--- src/rtl/mac_window_ctrl.sv ---
// mac_window_ctrl: sequences one windowed dot product through the shared MAC core.
// An unsigned sample window from the capture ring buffer is streamed against a
// signed coefficient table, and the final accumulator is returned saturated to OUT_W bits.
module mac_window_ctrl #(
    parameter int A_W     = 8,
    parameter int B_W     = 18,
    parameter int P_W     = 96,
    parameter int SADDR_W = 11,
    parameter int CADDR_W = 8,
    parameter int MAC_LAT = 2,
    parameter int OUT_W   = 32
) (
    input  logic               clk_i,
    input  logic               rst_ni,
    input  logic               start_i,
    input  logic               abort_i,
    input  logic [SADDR_W-1:0] base_addr_i,
    input  logic [CADDR_W:0]   len_i,
    output logic               busy_o,
    output logic               done_o,
    output logic [OUT_W-1:0]   result_o,
    output logic               sat_o,
    output logic               smp_rd_en_o,
    output logic [SADDR_W-1:0] smp_raddr_o,
    input  logic [A_W-1:0]     smp_rdata_i,
    output logic               coef_rd_en_o,
    output logic [CADDR_W-1:0] coef_raddr_o,
    input  logic [B_W-1:0]     coef_rdata_i,
    output logic               mac_ce_o,
    output logic               mac_reload_o,
    output logic [A_W-1:0]     mac_a_o,
    output logic [B_W-1:0]     mac_b_o,
    input  logic [P_W-1:0]     mac_p_i
);

    typedef enum logic [1:0] {IDLE, LOAD, FEED, DRAIN} state_e;

    localparam int LEN_W   = CADDR_W + 1;
    localparam int DRAIN_W = $clog2(MAC_LAT + 3);
    localparam logic [LEN_W-1:0]   MAX_LEN    = {1'b1, {CADDR_W{1'b0}}};
    localparam logic [DRAIN_W-1:0] DRAIN_INIT = DRAIN_W'(MAC_LAT + 2);

    state_e               state_q, state_d;
    logic [SADDR_W-1:0]   base_q, base_d;
    logic [LEN_W-1:0]     len_q, len_d;
    logic [LEN_W-1:0]     pairCnt_q, pairCnt_d;
    logic [DRAIN_W-1:0]   drainCnt_q, drainCnt_d;
    logic                 captureEn;
    logic                 abortHit;
    logic                 feedActive;
    logic                 rdValid_q;
    logic [A_W-1:0]       macA_q;
    logic [B_W-1:0]       macB_q;
    logic [OUT_W-1:0]     result_q;
    logic                 sat_q;
    logic                 done_q;
    logic                 macCe_q;
    logic [OUT_W-1:0]     satResult;
    logic                 satFlag;
    logic [P_W-OUT_W:0]   upperBits;

    assign abortHit   = abort_i && (state_q != IDLE);
    assign feedActive = (state_q == FEED);

    // Sequencer registers: state, captured window parameters, pair and drain counters
    always_ff @(posedge clk_i or negedge rst_ni) begin
        if (!rst_ni) begin
            state_q    <= IDLE;
            base_q     <= '0;
            len_q      <= '0;
            pairCnt_q  <= '0;
            drainCnt_q <= '0;
        end else begin
            state_q    <= state_d;
            base_q     <= base_d;
            len_q      <= len_d;
            pairCnt_q  <= pairCnt_d;
            drainCnt_q <= drainCnt_d;
        end
    end

    // Next-state logic; abort overrides every transition and a busy start is simply not looked at
    always_comb begin
        state_d    = state_q;
        base_d     = base_q;
        len_d      = len_q;
        pairCnt_d  = pairCnt_q;
        drainCnt_d = drainCnt_q;
        captureEn  = 1'b0;
        case (state_q)
            IDLE: begin
                if (start_i && !abort_i) begin
                    base_d    = base_addr_i;
                    len_d     = (len_i > MAX_LEN) ? MAX_LEN : len_i;
                    pairCnt_d = '0;
                    state_d   = LOAD;
                end
            end
            LOAD: begin
                if (len_q == '0) begin
                    state_d    = DRAIN;
                    drainCnt_d = DRAIN_INIT;
                end else begin
                    state_d = FEED;
                end
            end
            FEED: begin
                if (pairCnt_q == len_q - LEN_W'(1)) begin
                    state_d    = DRAIN;
                    drainCnt_d = DRAIN_INIT;
                end else begin
                    pairCnt_d = pairCnt_q + LEN_W'(1);
                end
            end
            DRAIN: begin
                if (drainCnt_q == '0) begin
                    state_d   = IDLE;
                    captureEn = 1'b1;
                end else begin
                    drainCnt_d = drainCnt_q - DRAIN_W'(1);
                end
            end
            default: state_d = IDLE;
        endcase
        if (abortHit) begin
            state_d   = IDLE;
            captureEn = 1'b0;
        end
    end

    // Operand stage: memory data is registered onto the MAC only in cycles that carry a real pair
    always_ff @(posedge clk_i or negedge rst_ni) begin
        if (!rst_ni) begin
            rdValid_q <= 1'b0;
            macA_q    <= '0;
            macB_q    <= '0;
        end else begin
            rdValid_q <= feedActive && !abortHit;
            if (rdValid_q && !abortHit) begin
                macA_q <= smp_rdata_i;
                macB_q <= coef_rdata_i;
            end else begin
                macA_q <= '0;
                macB_q <= '0;
            end
        end
    end

    // Clip the wide accumulator: it fits only if all bits above the result sign match it
    always_comb begin
        upperBits = mac_p_i[P_W-1:OUT_W-1];
        satResult = mac_p_i[OUT_W-1:0];
        satFlag   = 1'b0;
        if (!((&upperBits) || !(|upperBits))) begin
            satFlag   = 1'b1;
            satResult = mac_p_i[P_W-1] ? {1'b1, {(OUT_W-1){1'b0}}} : {1'b0, {(OUT_W-1){1'b1}}};
        end
    end

    // Result capture and done pulse; the clock enable comes up one clock after reset release
    always_ff @(posedge clk_i or negedge rst_ni) begin
        if (!rst_ni) begin
            result_q <= '0;
            sat_q    <= 1'b0;
            done_q   <= 1'b0;
            macCe_q  <= 1'b0;
        end else begin
            done_q  <= captureEn;
            macCe_q <= 1'b1;
            if (captureEn) begin
                result_q <= satResult;
                sat_q    <= satFlag;
            end
        end
    end

    assign busy_o       = (state_q != IDLE);
    assign done_o       = done_q;
    assign result_o     = result_q;
    assign sat_o        = sat_q;
    assign smp_rd_en_o  = feedActive;
    assign smp_raddr_o  = feedActive ? (base_q + SADDR_W'(pairCnt_q)) : '0;
    assign coef_rd_en_o = feedActive;
    assign coef_raddr_o = feedActive ? pairCnt_q[CADDR_W-1:0] : '0;
    assign mac_ce_o     = macCe_q;
    assign mac_reload_o = (state_q == LOAD);
    assign mac_a_o      = macA_q;
    assign mac_b_o      = macB_q;

endmodule

--- config.mk ---
export PLATFORM = sky130hd
export DESIGN_NAME = mac_window_ctrl
export DESIGN_NICKNAME = d
export VERILOG_FILES = /design/src/rtl/mac_window_ctrl.sv
export SDC_FILE = /design/constraint.sdc
export NUM_CORES = 1
export LEC_CHECK = 0
export BUFFER_PORTS_ARGS = -buffer_cell sky130_fd_sc_hd__buf_4
export CAP_MARGIN = 10
export CORE_AREA = 2 2 91 128
export DETAILED_ROUTE_END_ITERATION = 16
export DIE_AREA = 0 0 93 130
export PLACE_DENSITY_LB_ADDON = 0.2
export SYNTH_ARGS = -nofsm -noshare
export SYNTH_HDL_FRONTEND = slang
export SYNTH_SLANG_ARGS = --single-unit
export TNS_END_PERCENT = 1
--- constraint.sdc ---
create_clock -name clk_i -period 2.9 [get_ports clk_i]
set_input_delay 0.58 -clock clk_i [delete_from_list [all_inputs] [get_ports clk_i]]
set_output_delay 0.58 -clock clk_i [all_outputs]
set_load 0.01 [all_outputs]
# Word-level counts from Yosys, hierarchy flattened
# Index checks and enable logic that the tools add are counted.
[op_classes] add_sub_neg=4 order_cmp=1 n_eq_ne=12 n_mux=24 reduce_logical=20
[ops] cell="$reduce_and 65->1" count=1
[ops] cell="$reduce_or 65->1" count=1
[ops] cell="$mux 32" count=2
[ops] cell="$mux 9" count=3
[ops] cell="$mux 18" count=1
[ops] cell="$pmux 9 s2" count=1
[ops] cell="$mux 8" count=2
[ops] cell="$add 11x9->11" count=1
[ops] cell="$mux 11" count=1
[ops] cell="$add 9x1->9 const B" count=1
[ops] cell="$eq 9x9->1" count=1
[ops] cell="$gt 9x9->1 const B" count=1
[ops] cell="$logic_not 9->1" count=1
[ops] cell="$mux 3" count=3
[ops] cell="$pmux 3 s3" count=1
[ops] cell="$sub 9x1->9 const B" count=1
[ops] cell="$mux 2" count=4
[ops] cell="$pmux 2 s4" count=1
[ops] cell="$ne 2x2->1 const B" count=3
[ops] cell="$ne 3x3->1 const B" count=2
[ops] cell="$reduce_and 3->1" count=2
[ops] cell="$mux 1" count=5
[ops] cell="$eq 2x2->1 const B" count=2
[ops] cell="$logic_and 1x1->1" count=4
[ops] cell="12 further kinds" count=16
[word_totals] ff_bits=96 output_inout_bits=84 word_cells=73

# Logic depth before layout (Yosys ltp)
[logic_depth] word_depth=5 ltp_mapped=10 mapped_depth_nobuf=9

# Least setup slack after synthesis
# Ideal clock, no wire load.
[synth_path] path_kind="reg2out" startpoint="register pairCnt_q[0]" endpoint="output port smp_raddr_o[8]" arrival_ps=2134 required_time_ps=2320 path_slack_ps=186 stages_incl_launch_ff=10 n_path_buf=0 cell_sequence="dfrtp_1 > ha_1 > fa_1 > a21o_1 > a21oi_1 > o21bai_1 > a21oi_1 > o21ai_0 > xnor2_1 > nor2_1"
[synth_between] elab_chain_len=2
[synth_lines] element="from (decl)" line="46" text="logic [LEN_W-1:0] pairCnt_q, pairCnt_d;"
[synth_lines] element="from (signal assigned)" line="77" text="pairCnt_q <= pairCnt_d;"
[synth_lines] element="$add 11x9->11" line="182" text="assign smp_raddr_o = feedActive ? (base_q + SADDR_W'(pairCnt_q)) : '0;"
[synth_lines] element="$mux 11" line="182"
[synth_lines] element="to (decl)" line="24" text="output logic [SADDR_W-1:0] smp_raddr_o,"
# No other way between the ends.

# Worst setup path in the final report
[layout_path] startpoint="register pairCnt_q[0]" endpoint="output port smp_raddr_o[10]"
# Same word-level chain as after synthesis.

==> results_dict.tcl <==
set metrics [dict create \
    grt_pass1_wl_um 24300 \
    cts_hold_buf 0 \
    required_ns 2.32 \
    clk_pin_slew_ns 0.07 \
    vdd_drop_max_mv 0.440 \
    drt_iter0_markers 226 \
    r2r-start "len_q[1]" \
    slowest_delay_ns 0.38 \
    crit_chain "ha_2, fa_2, a21o_1, a21oi_2, o21bai_1, a21oi_2, o21bai_1, mux2i_1, o211ai_1, buf_4" \
    endpoint "smp_raddr_o[10]" \
    cts.sinks 96 \
    die_height_um 130 \
    grt_pass1_vias 5213 \
    htreeDepth 3 \
    start_util_pct 46.6 \
    diodes 0 \
    critical_path.startpoint "pairCnt_q[0]" \
    worstReg2RegEnd "drainCnt_q[1]" \
    post-route-period-util_pct 106 \
    hp-class "input port to asynchronous set/reset pin" \
    numCtsBuffers 9 \
    placed_cell_area_um2 7080 \
    stdcell_area_um2 7460 \
    failed_checks "setup timing" \
    yosys_warnings 0 \
    setup_ws_ns -0.162 \
    cts_tree "yes" \
    placed_cells 903 \
    yosysTopAreaCell "dfrtp_1" \
    dr.pass1.iters 5 \
    antenna_found_initial 0 \
    netlist_area_um2 5140 \
    fp.dieW_um 93 \
    io_buffers 229 \
    layout.nets 941 \
    fin_cells 926 \
    cp_slowest_cell "dfrtp_1" \
    ios 230 \
    critPathTopFamily "compound AO/OA/AOI/OAI gates" \
    avgRoutedWirePerCell_um 16.4 \
    ys.flop_type "dfrtp_1" \
    setup_viol 4 \
    synthCells 546 \
    power.density_nw_per_um2 813 \
    crit_path_start_kind "register" \
    relSlewSlack_pct 58.5 \
    status "finished with violations" \
    crit_cells 10 \
    ff2ff_setup_slack_ns 0.17 \
    placementRows 46 \
    reg2reg_depth 7 \
    drc 0 \
    p_leak_nw 3.71 \
    async_reset_ff_share_pct 100 \
    die-area_um2 12100 \
    drt_wl_total_um 15200 \
    overflow 0 \
    synthDistinctLibCells 50 \
    maxCapViolations 0 \
    rsz0062_at_grt "yes" \
    worst_slew_pin_slew_ns 0.623 \
    cts_buffer_depth 2 \
    synth.top_cell.area_share_pct 46.7 \
    slew_violations 0 \
    critPathCaptureType "output pin" \
    min_period_ns 3.06 \
    root_buffer "clkbuf_16" \
    dp.final_hpwl_um 11600 \
    antenna_left 0 \
    grt_max_degree 51 \
    final_layout_size_suffix_gt1_share_pct 39.4 \
    syn_nets 710 \
    syn-mean-instance-area_um2 9.42 \
    skew_ns 0.00857 \
    fmax_mhz 327 \
    synth_edf_count 0 \
    path_buf_inv 1 \
    fill_cells 882 \
    hold_viol 0 \
    place.gp.congestion 0.930 \
    clkLatencyLatePin_ns 0.34 \
    syn2layout_area_growth_pct 44.9 \
    grt_usage_pct 25.1 \
    synth_seq_cells 96 \
    num_vias 5069 \
    crit_fanout 3 \
    arrival_ns 2.48 \
    synth_area_leaders "dfrtp_1 (47%), o21ai_0 (4.7%), nor2_1 (4.3%)" \
    crit_type "register to output pin" \
    ys_seq_area_share_pct 46.7 \
    viasPerCell 5.47 \
    core_area_um2 11100 \
]
-- repair_timing --
item	4_1_cts	5_1_grt
resized for setup	6	1
setup endpoints to repair	5	5
pin swaps	6	6
setup buffers	5	1
-- layout by cell type, fill, tap and decap left out, drive strengths merged, types with 3 or more instances in the layout --
cell	netlist	routed
nor2b	6	6
nand3	6	6
mux2	15	15
nand2b	13	13
o21bai	3	3
mux2i	10	10
clkbuf	31	9
and2	8	8
a21oi	13	13
buf	7	258
nor2	59	59
dfrtp	96	96
or2	4	4
nor3	13	13
xnor2	10	10
a31oi	31	31
nand2	23	23
and3	30	30
xor2	8	8
o21ai	48	48
nand4	24	24
o2111ai	3	3
o211a	3	3
ha	17	17
inv	15	19
nor4	22	22
-- metal layers --
| layer | vias up | routed length (µm) | track usage [%] |
|---|---|---|---|
| met5 | - | 0 | 0 |
| met4 | 0 | 333 | 9.86 |
| met3 | 27 | 1040 | 6.81 |
| met2 | 174 | 8380 | 46.3 |
| met1 | 2437 | 5410 | 27.2 |
| li1 | 2431 | - | - |
-- synthesized netlist by cell type, types with 2 or more instances --
cell,number
a31o_2,2
nor3b_1,2
or2_2,4
o211a_1,3
nor2b_1,6
o211ai_1,2
nand2b_1,13
a31oi_1,31
xnor2_1,10
dfrtp_1,96
o2111ai_1,3
ha_1,17
clkbuf_1,31
o21a_1,2
inv_1,15
o21bai_1,3
a41oi_1,2
nor2_1,59
mux2i_1,10
and2_1,8
nand2_1,23
o21ai_0,48
xor2_1,8
nor4_1,21
nand3_1,6
or3_1,2
buf_2,3
mux2_2,15
a21o_1,2
buf_1,3
and3_1,30
nand4_1,24
a21oi_1,13
nor3_1,13
-- state kept, by name, indices dropped and copies added (netlist names) --
name,flops
mac_ce_o,1
sat_o,1
drainCnt_q,3
state_q,2
done_o,1
rdValid_q,1
base_q,11
mac_b_o,18
len_q,9
mac_a_o,8
pairCnt_q,9
result_o,32
-- stage by stage --
stage | utilization, % | TNS, ns | hold slack (ns) | power (mW) | worst slack, ns
after global placement | 64.1 | 0 | 0.494 | 4.73 | 0.114
after global routing | 67.5 | -0.889 | 0.289 | 6.49 | -0.287
final | 67.5 | -0.443 | 0.243 | 6.06 | -0.162
after CTS | 67.4 | -0.405 | 0.263 | 6.09 | -0.120
after detailed placement | 64.1 | 0 | 0.498 | 4.86 | 0.0403
after floorplan | - | 0 | 0.284 | 3.66 | 0.186
-- power by group --
group	internal [mW]	total (mW)	switching, mW
clock network	0.609	1.17	0.564
logic	1.40	2.75	1.35
registers	1.79	2.14	0.349
-- final cells by class --
type / instances / area (µm²) / share of cell area (%)
Tap cell: 144 / 180 / 2.42
Clock buffer: 9 / 225 / 3.02
Clock inverter: 7 / 72.6 / 0.973
Timing Repair Buffer: 258 / 1950 / 26.1
Inverter: 15 / 56.3 / 0.755
Multi-Input combinational cell: 397 / 2570 / 34.5
Sequential cell: 96 / 2400 / 32.2
-- worst min path at each step --
stage	slack [ns]	depth (start not counted)	end	start
2_1_floorplan	0.28	0	base_q[0]	rst_ni
3_3_place_gp	0.49	1	base_q[0]	base_q[0]
3_5_place_dp	0.50	1	result_o[31]	result_o[31]
4_1_cts	0.26	1	base_q[6]	rst_ni
5_1_grt	0.29	1	base_q[4]	rst_ni
6_report	0.24	1	base_q[6]	rst_ni
-- logic make-up (layout without fill, tap and decap cells) --
family,after synthesis,after routing,share of synthesized area (%)
other cells,1,1,0.0729
xor+xnor,18,18,3.06
compound gates,117,117,13.9
mux,25,25,5.23
simple gates,218,218,22.5
flops,96,96,46.7
fa+ha+maj,18,18,4.52
buf+inv,53,289,4.01
No activity file was read; power rests on OpenSTA's default activity.
